[src/rtl/ivector_say_driver.sv]
// ivector_say_driver: round-robin say() initiator and heard() in-order checker
// for the vector echo block. Tracks per-method outstanding requests and the
// expected response index, and latches the first failing indication.
module ivector_say_driver #(
  parameter int unsigned NUM_METH = 10,
  parameter int unsigned MAX_OUT  = 2,
  parameter int unsigned IDX_W    = 24
) (
  input  logic        CLK,
  input  logic        RST,
  input  logic        start,
  input  logic [31:0] total,
  output logic        say__ENA,
  output logic [31:0] say_meth,
  output logic [31:0] say_v,
  input  logic        say__RDY,
  input  logic        heard__ENA,
  input  logic [31:0] heard_meth,
  input  logic [31:0] heard_v,
  output logic        heard__RDY,
  output logic        busy,
  output logic        done,
  output logic        error,
  output logic [31:0] err_meth,
  output logic [31:0] sent_count,
  output logic [31:0] recv_count
);

  localparam int unsigned PTR_W = (NUM_METH > 1) ? $clog2(NUM_METH) : 1;
  localparam int unsigned OUT_W = 8;

  typedef enum logic [1:0] {S_IDLE, S_RUN, S_DRAIN, S_DONE} state_t;

  state_t           state_q, state_d;
  logic [PTR_W-1:0] ptr_q;
  logic [IDX_W-1:0] send_idx_q [NUM_METH];
  logic [IDX_W-1:0] exp_idx_q  [NUM_METH];
  logic [OUT_W-1:0] outst_q    [NUM_METH];
  logic [31:0]      total_q;
  logic [31:0]      sent_q;
  logic [31:0]      recv_q;
  logic [31:0]      err_meth_q;
  logic             error_q;
  logic             rdy_q;

  logic             idle_or_done;
  logic             start_ok;
  logic             can_issue;
  logic             say_fire;
  logic             heard_fire;
  logic             hm_in_range;
  logic [PTR_W-1:0] hm;
  logic [OUT_W-1:0] hm_outst;
  logic [31:0]      hm_exp_v;
  logic             err_abc;
  logic             hm_update;
  logic             hm_fail;
  logic [PTR_W-1:0] ptr_next;

  // Handshake qualification and indication checks, all decoded from registers
  // plus the heard inputs; say__ENA never looks at say__RDY.
  always_comb begin
    idle_or_done = (state_q == S_IDLE) || (state_q == S_DONE);
    start_ok     = start && idle_or_done;
    can_issue    = (state_q == S_RUN) && (outst_q[ptr_q] < OUT_W'(MAX_OUT));
    say_fire     = can_issue && say__RDY;
    heard_fire   = heard__ENA && rdy_q;
    hm_in_range  = heard_meth < 32'(NUM_METH);
    hm           = heard_meth[PTR_W-1:0];
    hm_outst     = hm_in_range ? outst_q[hm] : '0;
    hm_exp_v     = hm_in_range ? ((32'(hm) << IDX_W) | 32'(exp_idx_q[hm])) : '0;
    err_abc      = idle_or_done || !hm_in_range || (hm_outst == '0);
    hm_update    = heard_fire && !err_abc;
    hm_fail      = heard_fire && (err_abc || (heard_v != hm_exp_v));
    ptr_next     = (ptr_q == PTR_W'(NUM_METH - 1)) ? '0 : ptr_q + PTR_W'(1);
  end

  // Next-state logic for the run sequencer.
  always_comb begin
    state_d = state_q;
    case (state_q)
      S_IDLE, S_DONE: if (start) state_d = (total == '0) ? S_DONE : S_RUN;
      S_RUN:          if (say_fire && (sent_q + 32'd1 == total_q)) state_d = S_DRAIN;
      S_DRAIN:        if (recv_q >= total_q) state_d = S_DONE;
      default:        state_d = S_IDLE;
    endcase
  end

  // State register and ready flop; ready rises on the first clock after reset.
  always_ff @(posedge CLK or posedge RST) begin
    if (RST) begin
      state_q <= S_IDLE;
      rdy_q   <= 1'b0;
    end else begin
      state_q <= state_d;
      rdy_q   <= 1'b1;
    end
  end

  // Run counters, round-robin pointer and sticky error capture.
  always_ff @(posedge CLK or posedge RST) begin
    if (RST) begin
      ptr_q      <= '0;
      total_q    <= '0;
      sent_q     <= '0;
      recv_q     <= '0;
      error_q    <= 1'b0;
      err_meth_q <= '0;
    end else if (start_ok) begin
      ptr_q      <= '0;
      total_q    <= total;
      sent_q     <= '0;
      recv_q     <= '0;
      error_q    <= 1'b0;
      err_meth_q <= '0;
    end else begin
      // A blocked method is skipped: the pointer moves on whether or not it issued.
      if ((state_q == S_RUN) && (say_fire || !can_issue)) ptr_q <= ptr_next;
      if (say_fire) sent_q <= sent_q + 32'd1;
      if (heard_fire && (recv_q != '1)) recv_q <= recv_q + 32'd1;
      if (hm_fail && !error_q) begin
        error_q    <= 1'b1;
        err_meth_q <= heard_meth;
      end
    end
  end

  // Per-method send/expect indices and outstanding counts; a simultaneous issue
  // and retire on one method leaves the outstanding count unchanged.
  always_ff @(posedge CLK or posedge RST) begin
    if (RST) begin
      for (int unsigned i = 0; i < NUM_METH; i++) begin
        send_idx_q[i] <= '0;
        exp_idx_q[i]  <= '0;
        outst_q[i]    <= '0;
      end
    end else if (start_ok) begin
      for (int unsigned i = 0; i < NUM_METH; i++) begin
        send_idx_q[i] <= '0;
        exp_idx_q[i]  <= '0;
        outst_q[i]    <= '0;
      end
    end else begin
      for (int unsigned i = 0; i < NUM_METH; i++) begin
        if (say_fire && (ptr_q == PTR_W'(i)))
          send_idx_q[i] <= send_idx_q[i] + IDX_W'(1);
        if (hm_update && (hm == PTR_W'(i)))
          exp_idx_q[i] <= exp_idx_q[i] + IDX_W'(1);
        if (say_fire && (ptr_q == PTR_W'(i)) && !(hm_update && (hm == PTR_W'(i))))
          outst_q[i] <= outst_q[i] + OUT_W'(1);
        else if (hm_update && (hm == PTR_W'(i)) && !(say_fire && (ptr_q == PTR_W'(i))))
          outst_q[i] <= outst_q[i] - OUT_W'(1);
      end
    end
  end

  // Output decode; request fields are zeroed whenever no request is offered.
  always_comb begin
    say__ENA   = can_issue;
    say_meth   = can_issue ? 32'(ptr_q) : '0;
    say_v      = can_issue ? ((32'(ptr_q) << IDX_W) | 32'(send_idx_q[ptr_q])) : '0;
    heard__RDY = rdy_q;
    busy       = (state_q == S_RUN) || (state_q == S_DRAIN);
    done       = (state_q == S_DONE);
    error      = error_q;
    err_meth   = err_meth_q;
    sent_count = sent_q;
    recv_count = recv_q;
  end

endmodule

[config.mk]
export PLATFORM = sky130hd
export DESIGN_NAME = ivector_say_driver
export DESIGN_NICKNAME = d
export VERILOG_FILES = /design/src/rtl/ivector_say_driver.sv
export SDC_FILE = /design/constraint.sdc
export NUM_CORES = 2
export LEC_CHECK = 0
export CORE_UTILIZATION = 55
export CTS_BUF_LIST = sky130_fd_sc_hd__clkbuf_8 sky130_fd_sc_hd__clkbuf_16
export DETAILED_ROUTE_END_ITERATION = 16
export GPL_TIMING_DRIVEN = 0
export PLACE_DENSITY = 0.89
export RECOVER_POWER = 100
export SLEW_MARGIN = 20
export SYNTH_ARGS = -nofsm -noshare
export SYNTH_HDL_FRONTEND = slang
export SYNTH_SLANG_ARGS = --single-unit
[constraint.sdc]
create_clock -name CLK -period 24.7 [get_ports CLK]
set_input_delay 4.94 -clock CLK [delete_from_list [all_inputs] [get_ports CLK]]
set_output_delay 4.94 -clock CLK [all_outputs]
set_load 0.03 [all_outputs]
# Word level (Yosys, flattened, before mapping)
# Cells that the tools add are included.
# Widths: inputs -> output; s select.
[op_classes]
addsub = 43
magnitude_cmp = 5
n_eq_ne = 27
muxes = 75
bitwise_logic = 4
n_reduce_logical = 121
[ops]
columns = ["operator", "count"]
rows = [
  ["$mux 24", 24],
  ["$add 24x1->24 const B", 20],
  ["$mux 240", 2],
  ["$mux 8", 25],
  ["$bmux 24 s4", 2],
  ["$mux 32", 6],
  ["$add 8x1->8 const B", 10],
  ["$mux 80", 1],
  ["$sub 8x1->8 const B", 10],
  ["$add 32x1->32 const B", 2],
  ["$bmux 8 s4", 2],
  ["$mux 28", 2],
  ["$or 28x24->28", 2],
  ["$logic_and 1x1->1", 50],
  ["$reduce_bool 2->1", 24],
  ["$eq 32x32->1", 1],
  ["$eq 4x3->1 const B", 8],
  ["$ge 32x32->1", 1],
  ["$logic_not 32->1", 1],
  ["$lt 32x4->1 const B", 1],
  ["$ne 32x28->1", 1],
  ["$ne 32x32->1 const B", 1],
  ["$reduce_bool 3->1", 10],
  ["$logic_not 1->1", 24],
  ["20 further kinds", 45],
]
[totals]
reg_bits = 696
input_bits = 101
elab_cells = 313

# Logic depth before layout (Yosys ltp)
[depth]
word_depth = 14
depth_mapped = 22
ltp_nobuf = 19

# Least setup slack after synthesis
# OpenSTA, ideal clock, no wires.
[synth_timing]
path_type = "input -> register"
startpoint = "input port heard_meth[0]"
endpoint = "register outst_q[15] (netlist bit)"
setup_time_ns = 0.066
t_arrival_ns = 8.742
required_time_ns = 24.634
path_slack_ns = 15.891
stages = 21
cell_sequence = "buf_6 > buf_2 > nor3_1 > o21ai_0 > a221oi_1 > o32ai_1 > a21boi_1 > buf_2 > nor2_1 > nand2_1 > nand2_1 > ha_1 > a21oi_1 > nand2_1 > a21o_1 > a21o_1 > a21oi_1 > nor2b_1 > or4_1 > a211o_1 > nand2_1"
[synth_between]
elab_chain_cells = 14
[synth_rtl]
columns = ["item", "line_no", "text"]
rows = [
  ["start, declared", "18", "input logic [31:0] heard_meth,"],
  ["branches (longest 9 deep; another with $lt 32x4->1)", "n/a", ""],
  ["$logic_and 1x1->1 *", "149, 151", ""],
  ["$logic_not 1->1", "149", "if (say_fire && (ptr_q == PTR_W'(i)) && !(hm_update && (hm == PTR_W'(i))))"],
  ["$logic_and 1x1->1", "149", ""],
  ["$mux 8", "149", ""],
  ["$mux 80", "137", "end else if (start_ok) begin"],
  ["end signal, assigned by index", "150", "outst_q[i] <= outst_q[i] + OUT_W'(1);"],
  ["end signal, assigned by index", "152", "outst_q[i] <= outst_q[i] - OUT_W'(1);"],
  ["end, declared", "38", "logic [OUT_W-1:0] outst_q [NUM_METH];"],
]
# Every way passes the cells marked *. The select of a mux whose other input is x is not followed.
# A chain may end at the register's enable or synchronous reset.

==> metrics.md <==
| Metric | Value |
|---|---|
| Critical path arrival | 14.80 ns |
| Top cell type by total area after synthesis | dfrtp_1 |
| Synth async-reset ratio | 100% |
| Worst setup SP type | input port |
| CTS Buf Count | 77 |
| Initial antenna violation count | 6 |
| Total track usage | 36.5% |
| Worst slack, placed | 13.76 ns |
| Leakage | 0.0211 µW |
| Clock skew | 0.0320 ns |
| Most common cell in the netlist | dfrtp_1 |
| Pwr/cell area | 71.9 nW/µm² |
| Wirelength per Cell | 23.9 µm |
| RSZ-0062 raised after global routing | false |
| Crit Path Max Fanout | 106 |
| Final #Nets | 5,377 |
| Routed vias/inst | 6.50 |
| Slew margin rel. | -285% |
| First-pass GRT wire length | 228,000 µm |
| H-Tree Depth | 3 |
| CP max stage cell | clkbuf_1 |
| EDFF count, synth | 0 |
| Yosys cell types | 95 |
| Slew @ Worst Pin | 5.78 ns |
| Peak Freq | 64.9 MHz |
| Vias in the first global route | 38.8k |
| Final Util | 63.9% |
| Via count | 40.6k |
| Synthesized area | 43,700 µm² |
| Setup slack after layout | 9.30 ns |
| Final instance area | 49,800 µm² |
| Placed Area | 47,700 µm² |
| P&R area growth vs syn | 14.1% |
| Final hold vios | 0 |
| Clk sinks | 696 |
| Chip width | 284 µm |
| Synth top cells by count | dfrtp_1, nor2_1, nand2_1 |
| Largest net degree at the start of global routing | 109 |
| Clock slew at reported path FFs | 0.07 ns |
| Final critical-path required period | 15.40 ns |
| DRC violations left | 0 |
| Post-synthesis sequential area ratio | 39.9% |
| Root Buffer | clkbuf_16 |
| Top-area cell type share of the netlist area | 39.9% |
| Gr ovfl total | 0 |
| Crit-path max cell delay | 4.09 ns |
| Layout cells sized above 1 | 6.19% |
| Critical Path End Type | async pin |
| Hpwl dp | 110,000 µm |
| Final setup violation count | 0 |
| Max Cap Viol | 15 |
| Final ANT Viol Nets | 0 |
| Post CTS Setup Buffer Count | 0 |
| Status | finished, violations left |
| Core Area | 78,000 µm² |
| Placer Congestion | 1.05 |
| Initial Utilization | 56.0% |
| Most used cell, CP | clkbuf_1 |
| Std cell rows | 102 |
| Worst EP required | 24.10 ns |
| Critical path type | input port to async pin |
| Worst-Skew Late Latency | 0.64 ns |
| Port Buffers | 233 |
| VDD IR max | 0.0539 mV |
| Mean post-synth cell area | 9.12 µm² |
| YS warnings | 0 |
| Worst hold path type | flop to flop |
| Gate Count Post-Synth | 4,788 |
| Critical-path cell list | dlygate4sd3_1 -> clkinvlp_2 -> clkbuf_1 -> clkbuf_1 |
| CTS tree | done |
| Die area | 80,500 µm² |
| Slew Viols, Final | 776 |
| DR iter-0 viols | 5,617 |
| Die height | 284 µm |
| Clock buffer depth | 3 |
| Leading post-synthesis cells by cell area | dfrtp_1, nor2_1, xnor2_1, xor2_1, mux4_2 |
| Hold buffer count at CTS | 0 |
| Final WL | 149,000 µm |
| I/O pin total | 266 |
| Drt pass-1 iters | 9 |
| Fill cells | 6,040 |
| Failing checks | max-capacitance violations, max-slew violations |
| Main synth FF type | dfrtp_1 |
| Post-CTS sizing | 0 |
| #FFs+latches synth | 696 |
| Final period util | 62.4% |
state kept, by name, indices dropped and copies added, names as in the netlist:
name,flops
exp_idx_q,240
send_idx_q,240
outst_q,80
err_meth,32
recv_count,32
sent_count,32
total_q,32
ptr_q,4
state_q,2
error,1
heard__RDY,1
where the power goes:
part	internal (µW)	leakage, µW	switching, µW
combinational	321	0.0102	792
sequential	1210	0.00964	77.1
clock	689	0.00133	497
worst paths after layout:
check | start | endpoint | slack (ns) | cells past startpoint
setup / recovery | RST | send_idx_q[55]$_DFFE_PP0P_ | 9.30 | 4
setup reg to reg | ptr_q[1]$_DFFE_PP0P_ | outst_q[31]$_DFFE_PP0P_ | 18.28 | 19
min in group asynchronous | RST | recv_count[5]$_DFFE_PP0P_ | 5.44 | 2
max in group CLK | heard_meth[1] | outst_q[6]$_DFFE_PP0P_ | 12.18 | 11
hold / removal | exp_idx_q[238]$_DFFE_PP0P_ | exp_idx_q[238]$_DFFE_PP0P_ | 0.49 | 1
hold reg to reg | exp_idx_q[238]$_DFFE_PP0P_ | exp_idx_q[238]$_DFFE_PP0P_ | 0.49 | 1
kinds of logic (layout without fill, tap and decap cells):
family | count (synthesis) | count (layout) | synth area share [%]
other cells | 2 | 36 | 0.0172
xor+xnor | 521 | 521 | 10.6
simple gates | 2078 | 2078 | 23.3
mux | 234 | 234 | 7.77
buf+inv | 444 | 825 | 4.46
flops | 696 | 696 | 39.9
compound gates | 676 | 676 | 9.85
fa+ha+maj | 137 | 137 | 4.10
cells in the final DEF (no fill, tap or decap), types with 92 or more instances in the layout:
| cell | n |
|---|---|
| nor3_1 | 140 |
| nor2_1 | 658 |
| nand3_1 | 199 |
| dlygate4sd3_1 | 130 |
| xor2_1 | 241 |
| clkbuf_1 | 213 |
| ha_1 | 127 |
| nand4_1 | 167 |
| dfrtp_1 | 696 |
| xnor2_1 | 280 |
| nor4_1 | 92 |
| inv_1 | 179 |
| clkdlybuf4s50_1 | 103 |
| mux2i_1 | 143 |
| a21oi_1 | 162 |
| nand2_1 | 423 |
| o21ai_0 | 220 |
metrics by stage:
step	setup TNS (ns)	total power (µW)	hold slack (ns)	cells
after floorplan	0	1950	0.448	4819
after global placement	-5491.12	2350	0.461	6092
after detailed placement	0	2390	0.480	6100
after CTS	0	3570	0.488	6240
after global routing	0	3690	0.506	6240
final	0	3580	0.489	6243
per-layer routing:
| layer | vias up | share of wire, % | GRT usage, % |
|---|---|---|---|
| li1 | 17600 | - | - |
| met1 | 19600 | 37 | 47.5 |
| met2 | 2819 | 44 | 55.8 |
| met3 | 569 | 13 | 10.1 |
| met4 | 8 | 5.9 | 18.8 |
| met5 | - | 0.040 | 0 |
layout make-up:
| class | count | area (µm²) | share of cell area (%) |
|---|---|---|---|
| inverter | 168 | 632 | 1.27 |
| timing repair buffer | 241 | 2360 | 4.74 |
| antenna | 3 | 7.51 | 0.0151 |
| clock buffer | 94 | 2170 | 4.36 |
| sequential | 696 | 17400 | 35.0 |
| buffer | 276 | 1270 | 2.54 |
| multi-input combinational | 3679 | 24200 | 48.7 |
| tap | 1040 | 1300 | 2.61 |
| clock inverter | 46 | 419 | 0.841 |
worst max-delay path, delay by kind of cell:
family   cells  cell delay (ns)
buf+inv      4             9.68
Note: power is estimated with default switching activity, not from simulation.
==> variant, RTL diff (config.mk and constraints unchanged) <==
Make the reset (`RST`) synchronous in 3 clocked blocks.
--- a/src/rtl/ivector_say_driver.sv
+++ b/src/rtl/ivector_say_driver.sv
@@ -88,5 +88,5 @@
 
   // State register and ready flop; ready rises on the first clock after reset.
-  always_ff @(posedge CLK or posedge RST) begin
+  always_ff @(posedge CLK) begin
     if (RST) begin
       state_q <= S_IDLE;
@@ -99,5 +99,5 @@
 
   // Run counters, round-robin pointer and sticky error capture.
-  always_ff @(posedge CLK or posedge RST) begin
+  always_ff @(posedge CLK) begin
     if (RST) begin
       ptr_q      <= '0;
@@ -128,5 +128,5 @@
   // Per-method send/expect indices and outstanding counts; a simultaneous issue
   // and retire on one method leaves the outstanding count unchanged.
-  always_ff @(posedge CLK or posedge RST) begin
+  always_ff @(posedge CLK) begin
     if (RST) begin
       for (int unsigned i = 0; i < NUM_METH; i++) begin
Check against the original RTL: not settled (the Yosys comparison gave no result); the edit may change what the design does.
==> variant against the unedited design <==
The flow still finishes with violations (capacitance limit, slew limit). First-iteration DRC count is 3.2% lower. Area after synthesis is 0.85% lower. Design area is 0.71% lower. Total power is 12% higher. Routed wire length is 12% lower. Sequential cell count is 4 higher. Setup slack better by 3.7 ns. Combinational power is 15% lower. Sequential share of layout area is 4.7 points higher. Critical path type is now in -> reg. Largest power group unchanged.
==> variant: results <==
outcome:
  status: "finished, violations left"
  violations: "capacitance limit, slew limit"
placed_design:
  portBuffers: 231
  dp_cells: 5713
  dp_slack_ns: 14.75
  place_area_um2: 47200
  gp_congestion: 0.986
  dp_hpwl_um: 95800
synth:
  ys.flop_type: "edfxtp_1"
  synth_common_cells: "728 x nor2_1, 560 x edfxtp_1, 339 x xor2_1"
  synth_edf_count: 560
  synthArstFlopShare_pct: 0
  synth_area_leaders: "edfxtp_1 39%, xor2_1 6.9%, dfxtp_1 6.5%"
  ys_types: 83
  ys_seq_area_share_pct: 45.3
  syn-instance-count: 4406
global_routing:
  grt_max_degree: 25
  antenna_found_initial: 2
  grt_pass1_vias: 35900
  grt_util_all_layers_pct: 32.3
  grt_pass1_wl_um: 201000
detailed_routing:
  wire_per_inst_um: 22.4
  drtIter0Drc: 5438
  routed_wl_um: 131000
  vias_per_cell: 6.46
cells_and_area:
  layout-drive-gt1-share_pct: 7.21
  nets: 4930
  fill_cells: 5762
  antenna_cells: 0
clocking:
  clkTransAtPathRegs_ns: 0.06
  insertion_delay_ns: 0.67
  cts_buffers: 76
  clk_path_buf_depth: 3
timing:
  slew_viol_final: 91
  relSlewSlack_pct: -131
  fin_worst_skew_ns: 0.0394
job:
  drv_cap: 5
worst_setup_path:
  cp.arrival_ns: 11.89
  cp_max_fo: 24
pwr:
  power_leakage_nw: 17.3
  ir_drop_v: 0.0000530
hold_path:
  worstHoldPathType: "reg -> reg"
-- variant: logic make-up (layout without fill, tap and decap cells) --
family	count (synthesis)	count (layout)	share of synthesized area, %
AND/OR/NAND/NOR	2053	2053	22.9
buffers and inverters	368	742	4.07
multiplexers	192	192	7.30
adder cells (fa/ha/maj)	78	78	2.25
AO/OA/AOI/OAI	479	479	7.32
other	1	32	0.00866
XOR/XNOR	535	535	10.8
flip-flops	700	700	45.3
-- variant: final timing paths --
kind | start | to | slack (ns) | depth (start not counted)
worst max-delay path | heard_meth[2] | exp_idx_q[5][21] | 12.99 | 8
worst min-delay path | err_meth[16] | err_meth[16] | 0.48 | 2
worst max register to register | state_q[0] | exp_idx_q[2][11] | 18.88 | 6
worst min register to register | err_meth[16] | err_meth[16] | 0.48 | 2
-- variant: worst max-delay path: stages --
cell and delay (ns):
dlygate4sd3_1 0.70, o21ai_0 1.03, nand4_1 0.79, or2_0 0.45, clkbuf_1 0.28, nor2_1 0.29
o2111ai_1 0.63, o21ai_0 2.75
-- variant: per-layer routing --
layer | vias up | part of all wire (%) | global-route usage, %
met3 | 491 | 14 | 7.91
met4 | 2 | 5.6 | 16.7
met1 | 17900 | 36 | 41.6
li1 | 16600 | - | -
met2 | 2835 | 45 | 50.6
met5 | - | 0.0099 | 0
-- variant: cell type report --
class | instances | share of cell area [%]
well taps | 1040 | 2.63
clock buffers | 80 | 4.00
inverters | 114 | 0.865
repair buffers | 236 | 4.71
multi-input cells | 3369 | 44.5
clock inverters | 58 | 1.08
plain buffers | 254 | 2.58
flip-flops and latches | 700 | 39.7
-- variant: report_power, final --
group / switching [mW] / internal, mW / total, mW / leakage, nW
clock: 0.511 / 0.651 / 1.16 / 1.30
sequential: 0.334 / 1.59 / 1.92 / 7.20
combinational: 0.562 / 0.383 / 0.945 / 8.80
total: 1.41 / 2.62 / 4.03 / 17.3
-- variant: through the flow --
stage               util, %  power [mW]  hold slack, ns
floorplan                 -        2.45           0.480
global placement       60.5        2.78           0.466
detailed placement     60.8        2.83           0.472
CTS                    64.0        3.98           0.480
global route           63.7        4.15           0.495
finish                 63.7        4.03           0.476
